## src/rtl/inst_queue_pkg.sv

```systemverilog
// Shared definitions for the fetch-to-decode instruction queue.
// Default instruction and PC widths, plus the queue entry layout.
package inst_queue_pkg;

   localparam int INST_BUS_W      = 32;
   localparam int INST_ADDR_BUS_W = 32;

   typedef struct packed {
      logic [INST_ADDR_BUS_W-1:0] pc;
      logic [INST_BUS_W-1:0]      inst;
   } inst_queue_entry_t;

endpackage

```

## src/rtl/inst_queue_chk.sv

```systemverilog
// Protocol checker for inst_queue: fetch slot valids must be contiguous from slot 0.
module inst_queue_chk #(
   parameter int IN_WIDTH = 2
) (
   input logic                clk,
   input logic                rst,
   input logic [IN_WIDTH-1:0] fetch_valid
);

   fetch_valid_contiguous: assert property (@(posedge clk) disable iff (!rst)
      ((fetch_valid & (fetch_valid + IN_WIDTH'(1))) == IN_WIDTH'(0)));

endmodule

```

## src/rtl/inst_queue_ram.sv

```systemverilog
// Instruction queue storage: DEPTH entries, IN_WIDTH write ports, OUT_WIDTH
// asynchronous read ports. Data is never reset.
module inst_queue_ram #(
   parameter int DEPTH     = 8,
   parameter int IN_WIDTH  = 2,
   parameter int OUT_WIDTH = 2,
   parameter int ENT_W     = 64,
   localparam int IDX_W    = $clog2(DEPTH)
) (
   input  logic                       clk,
   input  logic [IN_WIDTH-1:0]        wr_en,
   input  logic [IN_WIDTH*IDX_W-1:0]  wr_addr,
   input  logic [IN_WIDTH*ENT_W-1:0]  wr_data,
   input  logic [OUT_WIDTH*IDX_W-1:0] rd_addr,
   output logic [OUT_WIDTH*ENT_W-1:0] rd_data
);

   logic [ENT_W-1:0] mem_r [DEPTH];

   // Per-slot writes; the top guarantees distinct addresses within a cycle.
   always_ff @(posedge clk) begin
      for (int k = 0; k < IN_WIDTH; k++) begin
         if (wr_en[k]) begin
            mem_r[wr_addr[k*IDX_W +: IDX_W]] <= wr_data[k*ENT_W +: ENT_W];
         end
      end
   end

   // Asynchronous read ports.
   always_comb begin
      rd_data = '0;
      for (int j = 0; j < OUT_WIDTH; j++) begin
         rd_data[j*ENT_W +: ENT_W] = mem_r[rd_addr[j*IDX_W +: IDX_W]];
      end
   end

endmodule

```

## src/rtl/inst_queue.sv

```systemverilog
// Instruction queue between fetch and decode: DEPTH-entry circular FIFO with
// multi-slot push/pop and one-cycle flush. Optional INST_QUEUE_BYPASS_EN adds
// a same-cycle fetch-to-decode path when the queue is empty.
module inst_queue
   import inst_queue_pkg::*;
#(
   parameter int DEPTH     = 8,
   parameter int IN_WIDTH  = 2,
   parameter int OUT_WIDTH = 2,
   parameter int DATA_W    = INST_BUS_W,
   parameter int ADDR_W    = INST_ADDR_BUS_W
) (
   input  logic                          clk,
   input  logic                          rst,
   input  logic [IN_WIDTH-1:0]           fetch_valid_i,
   input  logic [IN_WIDTH*ADDR_W-1:0]    fetch_pc_i,
   input  logic [IN_WIDTH*DATA_W-1:0]    fetch_inst_i,
   output logic                          fetch_ready_o,
   input  logic                          flush_i,
   input  logic                          dec_ready_i,
   output logic [OUT_WIDTH-1:0]          dec_valid_o,
   output logic [OUT_WIDTH*ADDR_W-1:0]   dec_pc_o,
   output logic [OUT_WIDTH*DATA_W-1:0]   dec_inst_o,
   output logic [$clog2(DEPTH+1)-1:0]    count_o
);

   localparam int IDX_W = $clog2(DEPTH);
   localparam int PTR_W = IDX_W + 1;
   localparam int CNT_W = $clog2(DEPTH+1);
   localparam int ENT_W = ADDR_W + DATA_W;
   localparam int BYP_W = (IN_WIDTH < OUT_WIDTH) ? IN_WIDTH : OUT_WIDTH;

   logic [PTR_W-1:0]           head_r, tail_r;
   logic [PTR_W-1:0]           count_s, n_push_s, n_pop_s, n_skip_s;
   logic                       fetch_ready_s, bypass_s;
   logic [IN_WIDTH-1:0]        wr_en_s;
   logic [IN_WIDTH*IDX_W-1:0]  wr_addr_s;
   logic [IN_WIDTH*ENT_W-1:0]  wr_data_s;
   logic [OUT_WIDTH*IDX_W-1:0] rd_addr_s;
   logic [OUT_WIDTH*ENT_W-1:0] rd_data_s;

   // Extra pointer MSB makes count = DEPTH distinguishable from empty.
   assign count_s       = tail_r - head_r;
   assign fetch_ready_s = rst && ((PTR_W'(DEPTH) - count_s) >= PTR_W'(IN_WIDTH));
   assign fetch_ready_o = fetch_ready_s;
   assign count_o       = rst ? CNT_W'(count_s) : CNT_W'(0);

`ifdef INST_QUEUE_BYPASS_EN
   assign bypass_s = (count_s == PTR_W'(0)) && !flush_i && fetch_ready_s;
`else
   assign bypass_s = 1'b0;
`endif

   // Push/pop amounts; bypassed slots consumed by decode are skipped when storing.
   always_comb begin
      n_push_s = '0;
      for (int k = 0; k < IN_WIDTH; k++) begin
         n_push_s = n_push_s + PTR_W'(fetch_valid_i[k]);
      end
      if (!fetch_ready_s || flush_i) begin
         n_push_s = '0;
      end else begin
         n_push_s = n_push_s;
      end
      if (bypass_s && dec_ready_i) begin
         n_skip_s = (n_push_s < PTR_W'(OUT_WIDTH)) ? n_push_s : PTR_W'(OUT_WIDTH);
      end else begin
         n_skip_s = '0;
      end
      if (dec_ready_i) begin
         n_pop_s = (count_s < PTR_W'(OUT_WIDTH)) ? count_s : PTR_W'(OUT_WIDTH);
      end else begin
         n_pop_s = '0;
      end
   end

   // Per-slot storage addressing with mod-DEPTH wrap.
   always_comb begin
      wr_en_s   = '0;
      wr_addr_s = '0;
      wr_data_s = '0;
      rd_addr_s = '0;
      for (int k = 0; k < IN_WIDTH; k++) begin
         wr_en_s[k] = fetch_ready_s && !flush_i && fetch_valid_i[k] && (PTR_W'(k) >= n_skip_s);
         wr_addr_s[k*IDX_W +: IDX_W] = IDX_W'(tail_r + PTR_W'(k) - n_skip_s);
         wr_data_s[k*ENT_W +: ENT_W] = {fetch_pc_i[k*ADDR_W +: ADDR_W], fetch_inst_i[k*DATA_W +: DATA_W]};
      end
      for (int j = 0; j < OUT_WIDTH; j++) begin
         rd_addr_s[j*IDX_W +: IDX_W] = IDX_W'(head_r + PTR_W'(j));
      end
   end

   inst_queue_ram #(
      .DEPTH     (DEPTH),
      .IN_WIDTH  (IN_WIDTH),
      .OUT_WIDTH (OUT_WIDTH),
      .ENT_W     (ENT_W)
   ) u_ram (
      .clk     (clk),
      .wr_en   (wr_en_s),
      .wr_addr (wr_addr_s),
      .wr_data (wr_data_s),
      .rd_addr (rd_addr_s),
      .rd_data (rd_data_s)
   );

   inst_queue_chk #(.IN_WIDTH(IN_WIDTH)) u_chk (
      .clk         (clk),
      .rst         (rst),
      .fetch_valid (fetch_valid_i)
   );

   // Decode view: storage head in FWFT order, fetch slots when bypassing, zero in reset.
   always_comb begin
      dec_valid_o = '0;
      dec_pc_o    = '0;
      dec_inst_o  = '0;
      for (int j = 0; j < OUT_WIDTH; j++) begin
         if (!rst) begin
            dec_valid_o[j] = 1'b0;
         end else if (bypass_s && (j < BYP_W)) begin
            dec_valid_o[j]                = fetch_valid_i[j];
            dec_pc_o[j*ADDR_W +: ADDR_W]  = fetch_pc_i[j*ADDR_W +: ADDR_W];
            dec_inst_o[j*DATA_W +: DATA_W] = fetch_inst_i[j*DATA_W +: DATA_W];
         end else begin
            dec_valid_o[j] = (PTR_W'(j) < count_s);
            {dec_pc_o[j*ADDR_W +: ADDR_W], dec_inst_o[j*DATA_W +: DATA_W]} = rd_data_s[j*ENT_W +: ENT_W];
         end
      end
   end

   // Pointer state; flush wins over push and pop.
   always_ff @(posedge clk) begin
      if (!rst) begin
         head_r <= '0;
         tail_r <= '0;
      end else if (flush_i) begin
         head_r <= '0;
         tail_r <= '0;
      end else begin
         head_r <= head_r + n_pop_s;
         tail_r <= tail_r + n_push_s - n_skip_s;
      end
   end

endmodule

```

## config.mk

```make
export PLATFORM = sky130hd
export DESIGN_NAME = inst_queue
export DESIGN_NICKNAME = d
export VERILOG_FILES = /design/src/rtl/inst_queue_pkg.sv /design/src/rtl/inst_queue_chk.sv /design/src/rtl/inst_queue_ram.sv /design/src/rtl/inst_queue.sv
export SDC_FILE = /design/constraint.sdc
export NUM_CORES = 1
export LEC_CHECK = 0
export BUFFER_PORTS_ARGS = -buffer_cell sky130_fd_sc_hd__buf_4
export CAP_MARGIN = 20
export CELL_PAD_IN_SITES_DETAIL_PLACEMENT = 2
export CELL_PAD_IN_SITES_GLOBAL_PLACEMENT = 2
export CORE_ASPECT_RATIO = 0.9
export CORE_MARGIN = 1.5
export CORE_UTILIZATION = 48
export DETAILED_ROUTE_END_ITERATION = 12
export PLACE_DENSITY = 0.94
export REMOVE_ABC_BUFFERS = 1
export SYNTH_ARGS = -nofsm -noshare
export SYNTH_HDL_FRONTEND = slang
export SYNTH_SLANG_ARGS = --single-unit
```

## constraint.sdc

```tcl
create_clock -name clk -period 13.5 [get_ports clk]
set_clock_uncertainty 0.1 [all_clocks]
set_input_delay 0 -clock clk [delete_from_list [all_inputs] [get_ports clk]]
set_output_delay 0 -clock clk [all_outputs]
set_load 0.03 [all_outputs]
```

# Word level (Yosys, flattened, before mapping)
# Memory sizes are Yosys's and may differ from the RTL's. A register that Yosys moved wholly into a read port is not among the register bits.
# Index checks and enable logic that the tools add are counted.
[word_totals]
mem_bits_rw = 512
elab_cells = 38
register_bits = 8
in_bits = 134
out_inout_bits = 135
mem_count = 1
[op_classes]
magnitude_cmp = 4
bitwise_logic = 1
add_sub_neg = 7
n_reduce_logical = 8
n_mux = 15
[memory_table]
columns = ["name", "depth", "width", "rd", "rd_ports_with_merged_regs", "wr", "line_no", "text"]
rows = [
  ["u_ram.mem_r", 8, 64, 2, 1, 2, "inst_queue_ram.sv:18", "logic [ENT_W-1:0] mem_r [DEPTH];"],
]
[ops]
columns = ["operator", "count"]
rows = [
  ["2-to-1 mux 32 bit", 4],
  ["2-to-1 mux 4 bit", 3],
  ["< comparator 1 x 4 -> 1 bit, first input constant", 2],
  ["adder 3 x 1 -> 3 bit, second input constant", 2],
  ["2-to-1 mux 1 bit", 6],
  ["adder 4 x 2 -> 4 bit", 1],
  ["adder 4 bit", 1],
  ["greater-or-equal comparator 4 x 2 -> 1 bit, second input constant", 1],
  ["logical AND 1 bit", 4],
  ["< comparator 4 x 2 -> 1 bit, second input constant", 1],
  ["subtractor 4 bit", 1],
  ["subtractor 4 bit, first input constant", 1],
  ["2-to-1 mux 3 bit", 1],
  ["adder 1 x 1 -> 2 bit", 1],
  ["zero test 1 bit", 2],
  ["2-to-1 mux 2 bit", 1],
  ["OR reduction 2 bit", 1],
  ["logical OR 1 bit", 1],
  ["NOT 1 bit", 1],
]

# Depth between registers and ports, before layout
[logic_depth]
word_depth = 8
ltp_mapped = 14
depth_no_buf = 13

# By module
# Synthesis repeated with hierarchy kept, for this count alone.
[hier_totals]
hier_cells = 1782
area_unflattened_um2 = 30909.6
[by_module_without_submodules]
columns = ["module", "seq_area_each_um2", "instances", "area_each_um2", "cells_per_inst"]
rows = [
  ["inst_queue_ram", 15374.7, 1, 29309.4, 1557],
  ["inst_queue", 160.2, 1, 1600.3, 225],
]

# Worst setup path after synthesis
# Ideal clock, no wire load.
[synth_timing]
path_type = "reg2reg"
startpoint = "register head_r[1]"
endpoint = "memory u_ram.mem_r[2][0] (enable)"
required_ps = 12818
n_path_buf = 2
synth_period_minus_slack_ps = 7899
stages_incl_launch_ff = 9
setup_time_ps = 582
t_arrival_ps = 7218
slack_ps = 5601
cell_sequence = "dfxtp_1 > clkbuf_1 > buf_1 > inv_1 > ha_1 > a221oi_4 > xor3_1 > nor2_1 > a211oi_1"
[synth_lines]
columns = ["element", "line_no", "text"]
rows = [
  ["start: declaration", "inst_queue.sv:33", "logic [PTR_W-1:0] head_r, tail_r;"],
  ["start signal: assignment", "inst_queue.sv:141", "head_r <= head_r + n_pop_s;"],
  ["end: declaration", "inst_queue_ram.sv:18", ""],
]

==> out/qor.yml <==
run_status:
  outcome: "complete, no violations"
critical_path:
  cp.required_ns: 13.80
  r2r_start: "tail_r[0]$_SDFF_PP0_"
  worstSetupPathType: "flop to flop"
  worst_setup_path_start_kind: "flop"
  cp-startpoint: "tail_r[0]$_SDFF_PP0_"
  cp.arrival_ns: 6.39
  reg2regPathDepth: 11
  crit_path_max_fanout: 40
  worst_setup_path_end_kind: "flop"
clock_tree:
  cts_buffers: 56
  clock-sinks: 520
  worst_skew_pair.late_latency_ns: 0.67
  cts_tree: "yes"
  htreeDepth: 2
  cts_root_buf: "clkbuf_16"
  cts.path.max_buffers: 3
  clkTransAtPathRegs_ns: 0.07
sta:
  slew_headroom: 0.176
  drv_slew: 0
  setup_slack_ns: 7.41
  finalSetupTns_ns: 0
  hold_violations: 0
  fin_crit_ns: 6.09
  rsz0062_at_grt: "no"
  finalSetupViolCount: 0
  fin_crit_sh: 0.451
  worstMarginPinSlew_ns: 1.23
  fmax_mhz: 164
placed_design:
  gp_congestion: 0.788
  hpwlAfterDp_mm: 70.4
  dp_slack_ns: 8.48
  port_buffers: 268
  dp_cells: 2946
floorplanning:
  start_util: 0.485
  core_area_um2: 62600
  io_pins: 269
  die_h_um: 242
  die_w_um: 268
  die_area_um2: 64700
  rows: 87
global_route:
  grt_first_pass_wirelength_mm: 211
  antenna_found_initial: 10
  grt_pass1_vias: 25850
  grt_max_degree: 84
  grt_use_total: 0.463
  grt.overflow.total: 0
yosys:
  synth_area_leaders: "edfxtp_1, mux4_2, mux2_2, mux2_1, nand2_1"
  ys_ff_latch: 520
  yosysUniqueCellTypes: 46
  ys_top_cells_by_count: "edfxtp_1, mux2_2, nand2_1"
  ys.flop_type: "edfxtp_1"
  yosysTopAreaCell: "edfxtp_1"
  yosys_warnings: 0
  synth_area_per_cell_um2: 15.6
  synth_seq_area_share: 0.512
  yosysMostFrequentCell: "edfxtp_1"
  netlist_instances: 1944
  synthesis.area_um2: 30300
  synth_edf_count: 512
  synthArstFlopShare: 0
  synth_top_area_frac: 0.507
power_and_ir_drop:
  p_leak_nw: 12.5
  pwr_density_cell_nw_per_um2: 116
  seq_power_share: 0.427
  p_sw_mw: 1.35
  cellInternalPower_mw: 2.95
  peakVddDrop_v: 0.0000942
  clock_power_share: 0.386
  sw_frac_of_total: 0.315
  comb_power_share: 0.188
detailed_routing:
  wl_met3_mm: 20.6
  drtIter0Drc: 4191
  vias: 25791
  drtAntennaViolNets: 0
  m1WireLength_mm: 54.2
  first_pass_iters: 5
  wl_mm: 162
  via_per_inst: 7.91
  drc_errors: 0
  met2_length_mm: 73.5
  drt-wirelength-per-cell_um: 49.8
  top_layer_used: "met5"
run:
  maxCapViolCount: 0
cells_and_area:
  fin_nets: 2518
  instances_no_fill: 3260
  drive_gt1_frac: 0.439
  area_growth_syn_to_layout_pct: 22.5
min_path:
  whs_path_depth: 6
  hp-class: "input port to flop"
  min_from: "fetch_valid_i[0]"
-- worst max-delay path, cell delays in order, from the launching register on --
cell	delay (ns)
dfxtp_1	0.56
inv_1	0.12
ha_1	0.29
fa_1	0.47
xor2_1	0.59
and3_1	0.33
xnor3_2	0.43
a21oi_4	0.88
buf_16	0.26
buf_4	0.72
mux2_1	0.42
dlygate4sd3_1	0.61
-- power groups by stage --
| stage | Combinational, mW | Sequential, mW | Clock, mW |
|---|---|---|---|
| after global routing | 0.809 | 1.83 | 1.68 |
| after floorplan | 0.385 | 1.86 | 0 |
| final | 0.809 | 1.84 | 1.66 |
| after global placement | 0.590 | 1.85 | 0 |
| after detailed placement | 0.637 | 1.86 | 0 |
| after CTS | 0.719 | 1.83 | 1.56 |
-- placed cells by master (no fill, tap or decap), drive strengths merged, types with 2 or more instances in the layout --
| master | netlist | layout |
|---|---|---|
| a211oi | 2 | 2 |
| a21oi | 134 | 134 |
| a31oi | 2 | 2 |
| and2 | 4 | 4 |
| and3 | 3 | 3 |
| buf | 82 | 316 |
| bufinv | 0 | 3 |
| clkbuf | 68 | 73 |
| clkinv | 0 | 24 |
| dfxtp | 8 | 8 |
| diode | 0 | 6 |
| dlygate4sd3 | 0 | 200 |
| edfxtp | 512 | 512 |
| fa | 3 | 3 |
| ha | 13 | 13 |
| inv | 10 | 9 |
| mux2 | 512 | 512 |
| mux2i | 4 | 4 |
| mux4 | 256 | 256 |
| nand2 | 266 | 266 |
| nand3 | 3 | 3 |
| nor2 | 21 | 21 |
| nor2b | 3 | 3 |
| nor3 | 3 | 3 |
| nor4 | 2 | 2 |
| o211ai | 4 | 4 |
| o2bb2ai | 2 | 2 |
| o32ai | 2 | 2 |
| xnor2 | 4 | 4 |
| xor2 | 8 | 8 |
-- flip-flops by register name (all words and copies together) (netlist names) --
name,flops
head_r,4
tail_r,4
u_ram.mem_r,512
-- metrics by stage --
step                      hold WS (ns)  total power, mW  utilization  area, µm²
after floorplan                  0.101             2.25            -      29600
after global placement           0.239             2.44        0.529      33100
after detailed placement         0.243             2.50        0.531      33200
after global routing             0.116             4.33        0.594      37200
final                           0.0827             4.30        0.594      37200
after CTS                       0.0657             4.11        0.590      36900
-- kinds of logic (layout without fill, tap and decap cells) --
logic type,count (synthesis),in the layout,share of synthesized area
AOI/OAI and AO/OA,150,150,0.0288
xor gates and xnor gates,14,14,0.00503
adders and majority gates,16,16,0.00734
buffers and inverters,160,625,0.0246
DFF,520,520,0.512
muxes,772,772,0.381
other,1,7,0.000124
and+or+nand+nor,311,311,0.0407
-- layout make-up --
cell class	count	area (µm²)
diodes	6	15.0
clock inverters	26	198
fillers	5323	25400
well taps	845	1060
multi-input cells	1264	14200
inverters	10	41.3
clock buffers	73	1510
repair buffers	516	4600
flip-flops and latches	520	15500
-- per-layer routing --
layer,vias to the layer above,global-route usage
li1,8641,-
met1,13067,0.583
met2,3091,0.736
met3,982,0.112
met4,10,0.257
met5,-,0
-- path summary, 6_finish.rpt --
| path | slack [ns] | to |
|---|---|---|
| setup / recovery | 7.41 | u_ram.mem_r[2][59]$_DFFE_PP_ |
| hold / removal | 0.08 | tail_r[2]$_SDFF_PP0_ |
| setup reg to reg | 7.41 | u_ram.mem_r[2][59]$_DFFE_PP_ |
| hold reg to reg | 0.57 | tail_r[3]$_SDFF_PP0_ |
-- timing repair --
| item | CTS | global route |
|---|---|---|
| hold endpoints to repair | 520 | 0 |
| resized for setup | 0 | 0 |
| hold buffers | 200 | 0 |
| setup buffers | 0 | 0 |
(Power assumes the default switching activity.)
